### src/rtl/rom_access_arbiter_if.sv
// -----------------------------------------------------------------------------
// rom_access_arbiter_if
// Bundles the two requester ports and the ROM-facing port of the
// ROM access arbiter.
//
// Signals:
//   req0/addr0    port 0 (ID lookup) request pulse and read address
//   req1/addr1    port 1 (credential lookup) request pulse and read address
//   gnt0/gnt1     one-cycle pulse: request accepted into service
//   vld0/vld1     one-cycle pulse: rd_data holds that port's result
//   rd_data       registered read result
//   busy          arbiter active or holding a pending request
//   rom_addr      registered address to the ROM
//   rom_q         ROM read data
//
// Modports:
//   slave   the arbiter itself
//   master  the environment (requesters plus ROM)
// -----------------------------------------------------------------------------
interface rom_access_arbiter_if #(
    parameter int AW = 5,
    parameter int DW = 16
);
    logic          req0;
    logic [AW-1:0] addr0;
    logic          req1;
    logic [AW-1:0] addr1;
    logic          gnt0;
    logic          gnt1;
    logic          vld0;
    logic          vld1;
    logic [DW-1:0] rd_data;
    logic          busy;
    logic [AW-1:0] rom_addr;
    logic [DW-1:0] rom_q;

    modport slave (
        input  req0, addr0, req1, addr1, rom_q,
        output gnt0, gnt1, vld0, vld1, rd_data, busy, rom_addr
    );

    modport master (
        output req0, addr0, req1, addr1, rom_q,
        input  gnt0, gnt1, vld0, vld1, rd_data, busy, rom_addr
    );
endinterface

### src/rtl/rom_access_arbiter.sv
// -----------------------------------------------------------------------------
// rom_access_arbiter
// Shares one synchronous single-port ROM between two requesters (port 0: ID
// lookup, port 1: credential lookup). Each port may hold one pending request;
// pending requests are served round-robin. The sequencer drives the ROM
// address, waits out the read latency and returns the word with a per-port
// valid pulse. If the winning address equals the address already on the ROM
// and the ROM output has settled, the wait is skipped (HIT path).
//
// Ports:
//   clk_i   system clock, rising edge
//   rst_i   synchronous reset, active-high
//   bus     rom_access_arbiter_if.slave (requesters + ROM)
//
// Parameters:
//   AW        ROM address width
//   DW        ROM data width
//   READ_LAT  cycles from rom_addr change to valid rom_q (1..7)
// -----------------------------------------------------------------------------
module rom_access_arbiter #(
    parameter int AW       = 5,
    parameter int DW       = 16,
    parameter int READ_LAT = 3
) (
    input  logic                  clk_i,
    input  logic                  rst_i,
    rom_access_arbiter_if.slave   bus
);

    typedef enum logic [1:0] {
        ST_IDLE = 2'd0,
        ST_WAIT = 2'd1,
        ST_HIT  = 2'd2
    } state_t;

    // Last WAIT cycle: rom_addr has then been stable for READ_LAT cycles.
    localparam logic [2:0] CNT_LAST = 3'(READ_LAT - 1);

    state_t        state_q,    state_d;
    logic          pend0_q,    pend0_d;
    logic          pend1_q,    pend1_d;
    logic [AW-1:0] paddr0_q,   paddr0_d;
    logic [AW-1:0] paddr1_q,   paddr1_d;
    logic [AW-1:0] rom_addr_q, rom_addr_d;
    logic [DW-1:0] rd_data_q,  rd_data_d;
    logic          gnt0_q,     gnt0_d;
    logic          gnt1_q,     gnt1_d;
    logic          vld0_q,     vld0_d;
    logic          vld1_q,     vld1_d;
    logic          last_q,     last_d;
    logic          owner_q,    owner_d;
    logic [2:0]    cnt_q,      cnt_d;
    logic          addr_ok_q,  addr_ok_d;

    logic          grant_s;
    logic          win_port_s;
    logic [AW-1:0] win_addr_s;
    logic          hit_s;

    // Round-robin winner selection and hit detection for the IDLE state.
    always_comb begin
        win_port_s = 1'b0;
        if (pend0_q && pend1_q) begin
            win_port_s = ~last_q;
        end else if (pend1_q) begin
            win_port_s = 1'b1;
        end else begin
            win_port_s = 1'b0;
        end
        win_addr_s = win_port_s ? paddr1_q : paddr0_q;
        grant_s    = (state_q == ST_IDLE) && (pend0_q || pend1_q);
        hit_s      = addr_ok_q && (win_addr_s == rom_addr_q);
    end

    // Pending slots; a request on the grant edge refills the freed slot.
    always_comb begin
        pend0_d  = pend0_q;
        paddr0_d = paddr0_q;
        pend1_d  = pend1_q;
        paddr1_d = paddr1_q;
        if (bus.req0 && (!pend0_q || (grant_s && !win_port_s))) begin
            pend0_d  = 1'b1;
            paddr0_d = bus.addr0;
        end else if (grant_s && !win_port_s) begin
            pend0_d  = 1'b0;
        end else begin
            pend0_d  = pend0_q;
        end
        if (bus.req1 && (!pend1_q || (grant_s && win_port_s))) begin
            pend1_d  = 1'b1;
            paddr1_d = bus.addr1;
        end else if (grant_s && win_port_s) begin
            pend1_d  = 1'b0;
        end else begin
            pend1_d  = pend1_q;
        end
    end

    // Next-state logic of the sequencer.
    always_comb begin
        state_d = state_q;
        case (state_q)
            ST_IDLE: begin
                if (grant_s) begin
                    state_d = hit_s ? ST_HIT : ST_WAIT;
                end else begin
                    state_d = ST_IDLE;
                end
            end
            ST_WAIT: begin
                if (cnt_q == CNT_LAST) begin
                    state_d = ST_IDLE;
                end else begin
                    state_d = ST_WAIT;
                end
            end
            ST_HIT:  state_d = ST_IDLE;
            default: state_d = ST_IDLE;
        endcase
    end

    // Output and datapath updates of the sequencer.
    always_comb begin
        gnt0_d     = 1'b0;
        gnt1_d     = 1'b0;
        vld0_d     = 1'b0;
        vld1_d     = 1'b0;
        rd_data_d  = rd_data_q;
        rom_addr_d = rom_addr_q;
        addr_ok_d  = addr_ok_q;
        last_d     = last_q;
        owner_d    = owner_q;
        cnt_d      = cnt_q;
        case (state_q)
            ST_IDLE: begin
                if (grant_s) begin
                    last_d  = win_port_s;
                    owner_d = win_port_s;
                    gnt0_d  = ~win_port_s;
                    gnt1_d  = win_port_s;
                    cnt_d   = 3'd0;
                    if (hit_s) begin
                        rom_addr_d = rom_addr_q;
                    end else begin
                        rom_addr_d = win_addr_s;
                        addr_ok_d  = 1'b0;
                    end
                end else begin
                    cnt_d = cnt_q;
                end
            end
            ST_WAIT: begin
                if (cnt_q == CNT_LAST) begin
                    rd_data_d = bus.rom_q;
                    vld0_d    = ~owner_q;
                    vld1_d    = owner_q;
                    addr_ok_d = 1'b1;
                    cnt_d     = 3'd0;
                end else begin
                    cnt_d = cnt_q + 3'd1;
                end
            end
            ST_HIT: begin
                // Address unchanged and settled: ROM output is already valid.
                rd_data_d = bus.rom_q;
                vld0_d    = ~owner_q;
                vld1_d    = owner_q;
            end
            default: begin
                cnt_d = 3'd0;
            end
        endcase
    end

    // State and datapath registers with synchronous reset.
    always_ff @(posedge clk_i) begin
        if (rst_i) begin
            state_q    <= ST_IDLE;
            pend0_q    <= 1'b0;
            pend1_q    <= 1'b0;
            paddr0_q   <= '0;
            paddr1_q   <= '0;
            rom_addr_q <= '0;
            rd_data_q  <= '0;
            gnt0_q     <= 1'b0;
            gnt1_q     <= 1'b0;
            vld0_q     <= 1'b0;
            vld1_q     <= 1'b0;
            last_q     <= 1'b1;
            owner_q    <= 1'b0;
            cnt_q      <= 3'd0;
            addr_ok_q  <= 1'b0;
        end else begin
            state_q    <= state_d;
            pend0_q    <= pend0_d;
            pend1_q    <= pend1_d;
            paddr0_q   <= paddr0_d;
            paddr1_q   <= paddr1_d;
            rom_addr_q <= rom_addr_d;
            rd_data_q  <= rd_data_d;
            gnt0_q     <= gnt0_d;
            gnt1_q     <= gnt1_d;
            vld0_q     <= vld0_d;
            vld1_q     <= vld1_d;
            last_q     <= last_d;
            owner_q    <= owner_d;
            cnt_q      <= cnt_d;
            addr_ok_q  <= addr_ok_d;
        end
    end

    assign bus.rom_addr = rom_addr_q;
    assign bus.rd_data  = rd_data_q;
    assign bus.gnt0     = gnt0_q;
    assign bus.gnt1     = gnt1_q;
    assign bus.vld0     = vld0_q;
    assign bus.vld1     = vld1_q;
    assign bus.busy     = (state_q != ST_IDLE) || pend0_q || pend1_q;

endmodule
### src/flat_wrapper.sv
// flat-port wrapper written by rule: the top's interface ports become plain ports
module rom_access_arbiter_flat 
#(
    parameter int AW       = 5,
    parameter int DW       = 16,
    parameter int READ_LAT = 3
)
  (clk_i, rst_i, bus_req0, bus_addr0, bus_req1, bus_addr1, bus_rom_q, bus_gnt0, bus_gnt1, bus_vld0, bus_vld1, bus_rd_data, bus_busy, bus_rom_addr);
  rom_access_arbiter_if #(.AW(AW), .DW(DW)) bus_i ();
  input  logic clk_i;
  input  logic rst_i;
  input wire logic [$bits(bus_i.req0)-1:0] bus_req0;
  input wire logic [$bits(bus_i.addr0)-1:0] bus_addr0;
  input wire logic [$bits(bus_i.req1)-1:0] bus_req1;
  input wire logic [$bits(bus_i.addr1)-1:0] bus_addr1;
  input wire logic [$bits(bus_i.rom_q)-1:0] bus_rom_q;
  output wire logic [$bits(bus_i.gnt0)-1:0] bus_gnt0;
  output wire logic [$bits(bus_i.gnt1)-1:0] bus_gnt1;
  output wire logic [$bits(bus_i.vld0)-1:0] bus_vld0;
  output wire logic [$bits(bus_i.vld1)-1:0] bus_vld1;
  output wire logic [$bits(bus_i.rd_data)-1:0] bus_rd_data;
  output wire logic [$bits(bus_i.busy)-1:0] bus_busy;
  output wire logic [$bits(bus_i.rom_addr)-1:0] bus_rom_addr;
  assign bus_i.req0 = bus_req0;
  assign bus_i.addr0 = bus_addr0;
  assign bus_i.req1 = bus_req1;
  assign bus_i.addr1 = bus_addr1;
  assign bus_i.rom_q = bus_rom_q;
  assign bus_gnt0 = bus_i.gnt0;
  assign bus_gnt1 = bus_i.gnt1;
  assign bus_vld0 = bus_i.vld0;
  assign bus_vld1 = bus_i.vld1;
  assign bus_rd_data = bus_i.rd_data;
  assign bus_busy = bus_i.busy;
  assign bus_rom_addr = bus_i.rom_addr;
  rom_access_arbiter #(.AW(AW), .DW(DW), .READ_LAT(READ_LAT)) u_core (.clk_i(clk_i), .rst_i(rst_i), .bus(bus_i));
endmodule
### config.mk
export PLATFORM = sky130hd
export DESIGN_NAME = rom_access_arbiter_flat
export DESIGN_NICKNAME = d
export VERILOG_FILES = /design/src/rtl/rom_access_arbiter_if.sv /design/src/rtl/rom_access_arbiter.sv /design/src/flat_wrapper.sv
export SDC_FILE = /design/constraint.sdc
export NUM_CORES = 1
export LEC_CHECK = 0
export BUFFER_PORTS_ARGS = -buffer_cell sky130_fd_sc_hd__buf_2
export CELL_PAD_IN_SITES_DETAIL_PLACEMENT = 2
export CELL_PAD_IN_SITES_GLOBAL_PLACEMENT = 2
export CORE_AREA = 5 5 107 84
export DETAILED_ROUTE_END_ITERATION = 6
export DIE_AREA = 0 0 112 89
export PLACE_DENSITY = 0.82
export SYNTH_ARGS = -nofsm -noshare
export SYNTH_HDL_FRONTEND = slang
export SYNTH_SLANG_ARGS = --single-unit
### constraint.sdc
create_clock -name clk_i -period 1.8 [get_ports clk_i]
set_clock_uncertainty 0.1 [all_clocks]
set_input_delay 0.27 -clock clk_i [delete_from_list [all_inputs] [get_ports clk_i]]
set_output_delay 0.27 -clock clk_i [all_outputs]
set_load 0.02 [all_outputs]
# Word level (Yosys, flattened, before mapping)
# Index checks and enable logic that the tools add are counted.
# word_totals
regBits,45
elab_cells,81
output_inout_bits,26
in_bits,30
# op_classes
n_addsub,1
n_reduce_logical,27
muxes,24
eq_ne,7
bitwise_logic,7
# op_table
operator,n
16-bit one-hot mux with 2 select lines,1
16-bit two-way mux,1
1-bit two-way mux,12
2-bit nonzero test,5
3-bit one-hot mux with 3 select lines,1
1-bit logical AND,7
1-bit inverter,7
3-bit two-way mux,2
1-bit one-hot mux with 2 select lines,3
2-bit AND reduction,3
5-bit equality test,1
1-bit logical OR,5
5-bit two-way mux,1
2-bit two-way mux,2
"2-bit by 1-bit != test with 1-bit output, second input constant",2
2-bit one-hot mux with 2 select lines,1
4-bit AND reduction,1
"3-bit by 1-bit adder with 3-bit output, second input constant",1
"3-bit by 2-bit equality test with 1-bit output, second input constant",1
1-bit logical NOT,3
3-bit AND reduction,1
3-bit OR reduction,1
"2-bit by 1-bit equality test with 1-bit output, second input constant",1
"2-bit equality test, second input constant",1
other kinds (2),2

# Longest topological paths before layout
# Gate-level depths: netlist of run 1.
# logic_depth
depth_word,8
mapped_depth,8
ltp_nobuf,7

# Worst setup path before layout of run 1
# Ideal clock, no wire load.
# synth_path
kind,register to register
from,reg u_core.pend1_q
to,reg u_core.rom_addr_q[4] (netlist: u_core.bus.rom_addr[4])
setup_time_ps,121
n_path_buf,1
stages_incl_launch_ff,7
period_less_slack_ps,1915
setup_slack_ps,-115
required_time_ps,1579
arrival_time_ps,1694
cell_sequence,dfxtp_1 a21boi_2 buf_6 a2111oi_1 o22a_2 a31o_2 mux2_4
# synth_between
elab_chain_cells,7
word_cells_on_any_way,10
classes_between,eq/ne: 1; mux: 3; bitwise: 1; reduce/logical: 5
# synth_lines
element,line,source
start: declaration,rom_access_arbiter.sv:41,"logic pend1_q, pend1_d;"
start signal: assignment,rom_access_arbiter.sv:196,pend1_q <= pend1_d;
1-bit two-way mux or 1-bit logical AND (tied branches),"rom_access_arbiter.sv:65, rom_access_arbiter.sv:63",
1-bit two-way mux,rom_access_arbiter.sv:63,if (pend0_q && pend1_q) begin
5-bit two-way mux,rom_access_arbiter.sv:70,win_addr_s = win_port_s ? paddr1_q : paddr0_q;
5-bit equality test,rom_access_arbiter.sv:72,hit_s = addr_ok_q && (win_addr_s == rom_addr_q);
1-bit logical AND,rom_access_arbiter.sv:72,
1-bit inverter (no line),--,
3-bit AND reduction (no line),--,
end signal: assignment,rom_access_arbiter.sv:199,rom_addr_q <= rom_addr_d;
end: declaration,rom_access_arbiter.sv:44,"logic [AW-1:0] rom_addr_q, rom_addr_d;"
# Parallel ways exist; a longest one is shown, timed or not.
# A chain may end at the register's enable or synchronous reset.

# Worst setup path in the final report of run 1
# Same ends and word-level chain as after synthesis.

==> results.ini, run 1 <==
[outcome]
outcome = complete, but fails checks
violations = setup timing

[synthesis]
syn_nets = 256
synth-edff-count = 0
postSynthAreaPerCell_um2 = 9.18
netlist_area_um2 = 2050
yosysTopAreaCell = dfxtp_1
yosysWarnings = 0
synth_cell_types = 44
yosysSeqAreaShare_pct = 44.0
synth_top_area_share_pct = 44.0
post-synth-top-count-cell = dfxtp_1
synthArstFlopShare_pct = 0
syn_inst = 223
ys_ff_latch = 45
yosys_most_used_dff = dfxtp_1
synth_area_leaders = dfxtp_1 (44%), mux2i_1 (11%), nor2_1 (6.2%)
synthTopCellsByCount = dfxtp_1 (45), nor2_1 (34), mux2i_1 (23)

[critical_path]
r2r-start = u_core.pend1_q$_SDFFE_PP0P_
arrival_ns = 1.95
reg2reg_depth = 6
cp.required_ns = 1.89
path_cells = buf_4, a21bo_4, a2111oi_4, o22a_4, a31o_4, mux2_4
startpoint = u_core.pend1_q$_SDFFE_PP0P_
critPathMaxFanout = 5
slowest_delay_ns = 0.34
start_kind = register
cpMaxStageDelayCell = dfxtp_2
critical_path_class = register to register
end_kind = register
r2r-end = u_core.bus.rom_addr[4]$_SDFFE_PP0P_
r2r_slack_ns = -0.05

[floorplanning]
pin_count = 56
die_h_um = 89
design.core.area_um2 = 7740
dieArea_um2 = 9970
std_cell_rows = 28
initial_utilization_pct = 26.5
die_w_um = 112

[placed_design]
dp_worst_setup_slack_ns = -0.422
dp_hpwl_um = 5090
dp_cells = 405
port_buffers = 55
gp_congestion = 0.757

[global_routing]
grt_pass1_wl_um = 11100
grt_pass1_vias = 2208
antenna_found_initial = 0
grt_overflow_total = 0
grt_use_total_pct = 13.8
grt_max_degree = 27

[min_path]
min-delay-path-class = primary input to register
holdPathStages = 3
whs_endpoint = u_core.bus.rd_data[5]$_SDFFE_PP0P_
hold_path_startpoint = bus_rom_q[5]

[layout]
area_delta_synth_final_pct = 47.3
ff_latch_area_um2 = 908
n_antenna_cell = 0
final_cell_count_no_fill = 422
fillers = 861
fin_nets = 350
layout-drive-gt1-share_pct = 44.5
final_core_util_pct = 39.0
multi_input_area_um2 = 1220

[detailed_routing]
drt-total-wl_um = 7110
viasPerCell = 4.62
wire_per_inst_um = 16.9
vias = 1949
ant_nets = 0
dr.pass1.iters = 3
drc_errors = 0
drt_iter0_drc = 66

[cts]
clk_latency_ns = 0.30
root_buffer = clkbuf_8
cts_tree = done
htreeDepth = 2
numCtsBuffers = 5
clk_pin_slew_ns = 0.09
cts_sinks = 45
ctsLongestPathBuffers = 2

[timing]
rsz0062_at_grt = true
fin_crit_sh_pct = 103
setup_violations = 5
fin_ws_ns = -0.0520
fin_crit_ns = 1.85
whs_ns = 0.0978
finalMaxSlewViolations = 0
tightest_slew_ns = 0.559
maxSlewHeadroom_pct = 62.7
timing.fmax_mhz = 540
setup-tns-final_ns = -0.200
hold_viol = 0

[power_and_ir_drop]
cellPowerDensity_nw_per_um2 = 756
power.leakage_uw = 0.00145
vdd_drop_max_mv = 0.307

[run]
drv_cap = 0

-- power by group --
part / leakage, uW / internal (uW) / switching [uW]
combinational: 0.00104 / 277 / 284
clock: 0.0000402 / 269 / 368
sequential: 0.000368 / 1040 / 46.2
total: 0.00145 / 1590 / 698
-- sequential cells by signal, summed over array words and instances (netlist names) --
signal	flops
u_core.cnt_q	3
u_core.bus.rd_data	16
u_core.owner_q	1
u_core.bus.gnt0	1
u_core.bus.rom_addr	5
u_core.paddr1_q	5
u_core.bus.vld0	1
u_core.state_q	2
u_core.bus.vld1	1
u_core.paddr0_q	5
u_core.bus.gnt1	1
u_core.pend1_q	1
u_core.pend0_q	1
u_core.addr_ok_q	1
u_core.last_q	1
-- logic make-up (layout without fill, tap and decap cells) --
kind of cell / Yosys count / after routing / share of synthesized area [%]
AOI/OAI and AO/OA: 39 / 39 / 13.6
xor gates and xnor gates: 4 / 4 / 1.71
adders and majority gates: 3 / 3 / 1.83
buffers and inverters: 19 / 113 / 4.83
DFF: 45 / 45 / 44.0
muxes: 27 / 27 / 14.2
and+or+nand+nor: 86 / 86 / 19.9
-- worst max path at each step --
stage               cells past startpoint  slack, ns                                  end
finish                                  6      -0.05  u_core.bus.rom_addr[4]$_SDFFE_PP0P_
global route                            6      -0.11  u_core.bus.rom_addr[4]$_SDFFE_PP0P_
CTS                                     6      -0.06  u_core.bus.rom_addr[3]$_SDFFE_PP0P_
detailed placement                      7      -0.42  u_core.bus.rd_data[14]$_SDFFE_PP0P_
global placement                        7      -0.34  u_core.bus.rd_data[12]$_SDFFE_PP0P_
floorplan                               6      0.001  u_core.bus.rom_addr[4]$_SDFFE_PP0P_
-- cell type report --
class,count,share of cell area [%]
clock inverters,2,0.539
flip-flops and latches,45,30.1
well taps,105,4.35
multi-input cells,159,40.5
repair buffers,96,21.0
inverters,10,1.24
clock buffers,5,2.28
-- what timing repair did --
item / 4_1_cts / 5_1_grt
buffers inserted: 6 / 4
pin swaps: 6 / 4
resized for setup: 14 / 17
hold buffers: 0 / 0
setup endpoints to repair: 33 / 22
-- worst max-delay path, delay by kind of cell, from the launching register on --
kind                   cells  cell delay, ns
buffers and inverters      1            0.14
AO/OA/AOI/OAI              4            0.88
flip-flops                 1            0.34
multiplexers               1            0.29
-- cells in the final DEF, fill, tap and decap left out, types with 2 or more instances in the layout --
master / instances
clkbuf_8: 5
nand4_1: 3
buf_6: 3
and2b_1: 3
nand2_2: 2
nand2b_1: 2
mux2i_1: 21
and2_1: 3
inv_1: 10
nor2b_1: 5
buf_4: 36
a21oi_1: 14
ha_1: 2
dfxtp_1: 39
a2111oi_4: 2
nand2_1: 14
nand3_1: 7
o21ai_0: 6
nor3_1: 3
o21ai_2: 2
xnor2_1: 2
buf_2: 54
buf_12: 3
dfxtp_2: 6
mux2_4: 4
nor2_1: 34
-- metrics by stage --
stage          power, uW  area [um^2]
3_3_place_gp        1550         2710
6_report            2280         3020
5_1_grt             2400         3020
3_5_place_dp        1570         2710
2_1_floorplan       1370         2110
4_1_cts             2270         2910
-- routing by layer --
layer	track usage [%]	vias to the layer above	part of all wire [%]	wire length, um
met3	4.26	0	4.9	350
met5	0	-	0	0
met1	16.8	960	46	3240
li1	-	950	-	-
met2	24.8	39	50	3530
met4	2.07	0	0	0
Power figures use the tool's default switching activity.
==> run 2, diff against run 1 <==
--- a/config.mk
+++ b/config.mk
@@ -7,9 +7,10 @@
 export LEC_CHECK = 0
-export BUFFER_PORTS_ARGS = -buffer_cell sky130_fd_sc_hd__buf_2
+export ABC_AREA = 1
+export BUFFER_PORTS_ARGS = -buffer_cell sky130_fd_sc_hd__buf_4
 export CELL_PAD_IN_SITES_DETAIL_PLACEMENT = 2
 export CELL_PAD_IN_SITES_GLOBAL_PLACEMENT = 2
-export CORE_AREA = 5 5 107 84
+export CORE_AREA = 5 5 109 86
 export DETAILED_ROUTE_END_ITERATION = 6
-export DIE_AREA = 0 0 112 89
-export PLACE_DENSITY = 0.82
+export DIE_AREA = 0 0 114 91
+export PLACE_DENSITY = 0.83
 export SYNTH_ARGS = -nofsm -noshare
==> constraint.sdc (replaced) <==
create_clock -name clk_i -period 1.8 [get_ports clk_i]
set_clock_uncertainty 0.1 [all_clocks]
set_input_delay 0.36 -clock clk_i [delete_from_list [all_inputs] [get_ports clk_i]]
set_output_delay 0.36 -clock clk_i [all_outputs]
set_load 0.02 [all_outputs]
==> run 2 against run 1 <==
The flow now finishes without violations. Sequential cell count did not move. Non-clock buffer count decreased by 25. Via count increased by 3.3%. Die area grew 4.1%. Register-to-register slack improved by 0.12 ns. Combinational power grew 5.2%. Critical path type is now register to output port. Largest cell class unchanged.
==> results.ini, run 2 <==
[critical_path]
end_kind = output port
r2r-start = u_core.pend0_q$_SDFFE_PP0P_
startpoint = u_core.state_q[0]$_SDFF_PP0_
r2r_slack_ns = 0.07  ; +0.12 ns
reg2reg_depth = 11  ; +5
start_kind = register
critical_path_class = register to output port
r2r-end = u_core.bus.rom_addr[3]$_SDFFE_PP0P_
critPathMaxFanout = 4  ; -1
cp.required_ns = 1.34  ; -0.55 ns
arrival_ns = 1.29  ; -0.66 ns

[layout]
layout_commonest_cell = buf_4
design_area_um2 = 2850  ; -5.4%
layout-drive-gt1-share_pct = 37.8  ; -6.7 points
fin_nets = 368  ; +5.1%
final_cell_mix = buf_4 (69), inv_1 (44), dfxtp_1 (40)
largest_reg_flops = 16  ; unchanged
n_antenna_cell = 0  ; unchanged
area_delta_synth_final_pct = 38.5

[placed_design]
port_buffers = 55  ; unchanged
gp_congestion = 0.794  ; +4.9%
place_area_um2 = 2590  ; -4.5%
dp_worst_setup_slack_ns = -0.0756  ; +0.347 ns
dp_hpwl_um = 4900  ; -3.8%

[timing]
fin_crit_ns = 1.75  ; -0.100 ns
fin_crit_sh_pct = 97.3  ; -5.6 points
fin_ws_ns = 0.0484  ; +0.100 ns
tightest_slew_ns = 0.335  ; -0.224 ns
setup-tns-final_ns = 0  ; +0.200 ns
hold_viol = 0  ; unchanged
timing.fmax_mhz = 571  ; +5.7%
rsz0062_at_grt = true
maxSlewHeadroom_pct = 77.6  ; +15 points
finalMaxSlewViolations = 0  ; unchanged
setup_violations = 0  ; -5

[min_path]
whs_endpoint = u_core.pend0_q$_SDFFE_PP0P_
min-delay-path-class = primary input to register
hold_path_startpoint = bus_req0
holdPathStages = 3  ; unchanged

[synthesis]
netlist_area_um2 = 2060  ; +0.61%
synth_area_leaders = dfxtp_1 (44%), inv_1 (8.7%), a21oi_1 (7.0%)
syn_inst = 266  ; +19%
synth-edff-count = 0  ; unchanged
yosysTopAreaCell = dfxtp_1
yosysWarnings = 0  ; unchanged
syn_nets = 299  ; +17%
synth_top_area_share_pct = 43.7  ; -0.27 points
synthArstFlopShare_pct = 0  ; unchanged
postSynthAreaPerCell_um2 = 7.75  ; -16%
yosysSeqAreaShare_pct = 43.7  ; -0.27 points
ys_ff_latch = 45  ; unchanged
yosys_most_used_dff = dfxtp_1
post-synth-top-count-cell = inv_1
synthTopCellsByCount = inv_1 (48), dfxtp_1 (45), a21oi_1 (29)
synth_cell_types = 25  ; -43%

[cts]
ctsLongestPathBuffers = 2  ; unchanged
cts_sinks = 45  ; unchanged
htreeDepth = 2  ; unchanged
clk_latency_ns = 0.31  ; about the same
clk_pin_slew_ns = 0.09  ; about the same
cts_tree = done
hold_buffers = 0  ; unchanged
numCtsBuffers = 5  ; unchanged
root_buffer = clkbuf_8

[floorplanning]
die_w_um = 114  ; +1.8%
pin_count = 56  ; unchanged
std_cell_rows = 29  ; +3.6%
die_h_um = 91  ; +2.2%
dieArea_um2 = 10400  ; +4.1%
design.core.area_um2 = 8160  ; +5.4%
initial_utilization_pct = 25.2  ; -1.2 points

[power_and_ir_drop]
cellPowerDensity_nw_per_um2 = 841  ; +11%
vdd_drop_max_mv = 0.311  ; +1.4%
power.leakage_uw = 0.00131  ; -9.9%

[global_routing]
grt_overflow_total = 0  ; unchanged
grt_pass1_wl_um = 11400  ; +2.9%
grt_pass1_vias = 2288  ; +3.6%
antenna_found_initial = 0  ; unchanged
grt_use_total_pct = 13.7  ; -0.13 points
grt_max_degree = 33  ; +22%

[detailed_routing]
drc_errors = 0  ; unchanged
vias = 2013  ; +3.3%
viasPerCell = 4.53  ; -1.8%
ant_nets = 0  ; unchanged
dr.pass1.iters = 4  ; +1
wire_per_inst_um = 16.2  ; -3.8%
drt-total-wl_um = 7200  ; +1.3%
drt_iter0_drc = 80  ; +21%

[run]
drv_cap = 0  ; unchanged

[outcome]
outcome = completed

==> run 2: cell types whose count changed in the layout (fill, tap and decap cells not counted), moves of 5 or more <==
cell	before	now
buf_2	54	0
o21ai_0	6	25
inv_1	10	44
nand2_1	14	20
nor2b_1	5	0
a21oi_1	14	29
mux2i_1	21	0
nand3_1	7	17
nor2_1	34	25
buf_4	36	69
nand2_2	2	12
==> run 2: what timing repair did <==
item / 4_1_cts / 5_1_grt
endpoints found under the setup margin: 11 / 17
resized for setup: 14 / 13
endpoints found under the hold margin: 0 / 0
gates cloned: 0 / 0
pin swaps: 2 / 6
buffers inserted: 4 / 8
==> run 2: through the flow <==
step           instances  power, uW  hold slack, ns  util (%)
3_3_place_gp         424       1590           0.338      31.7
2_1_floorplan        266       1440           0.313         -
3_5_place_dp         424       1610           0.348      31.7
6_report             444       2400           0.173      35.0
4_1_cts              436       2370           0.174      33.8
5_1_grt              444       2530           0.166      35.0
==> run 2: worst max path at each step <==
stage                     cells after the start                                   to
after floorplan                               9         u_core.cnt_q[1]$_SDFFE_PP0P_
after global placement                        9         u_core.cnt_q[1]$_SDFFE_PP0P_
after detailed placement                      9         u_core.cnt_q[1]$_SDFFE_PP0P_
after CTS                                     6                             bus_busy
after global routing                         11  u_core.bus.rom_addr[0]$_SDFFE_PP0P_
final                                         6                             bus_busy
==> run 2: worst max-delay path, stage by stage, from the launching register on <==
cell and delay [ns]:
dfxtp_2 0.34, inv_2 0.08, ha_4 0.16, inv_6 0.04
nor3_4 0.15, inv_1 0.08, buf_6 0.13
==> run 2: power breakdown <==
part	internal (uW)	total, uW	switching [uW]
logic	239	589	350
clock network	317	702	386
registers	1060	1110	53.0
==> run 2: logic make-up (layout without fill, tap and decap cells) <==
family	count (synthesis)	count (layout)	share of synthesized area [%]
AOI/OAI and AO/OA	65	65	17.5
buffers and inverters	57	127	11.4
DFF	45	45	43.7
adders and majority gates	3	3	1.82
and+or+nand+nor	96	96	25.5
==> run 2: cell type report <==
cell class                      count  area (um^2)
Inverter                           48          185
Tap cell                          108          135
Timing Repair Buffer               71          541
Fill cell                         982         5310
Clock buffer                        6         82.6
Sequential cell                    45          910
Clock inverter                      2         16.3
Multi-Input combinational cell    164          985
==> run 2: per-layer routing <==
layer | up-vias | GRT usage [%] | wire length (um)
li1 | 982 | - | -
met1 | 980 | 16.6 | 3260
met2 | 43 | 23.1 | 3470
met3 | 8 | 4.45 | 409
met4 | 0 | 3.96 | 66
met5 | - | 0 | 0
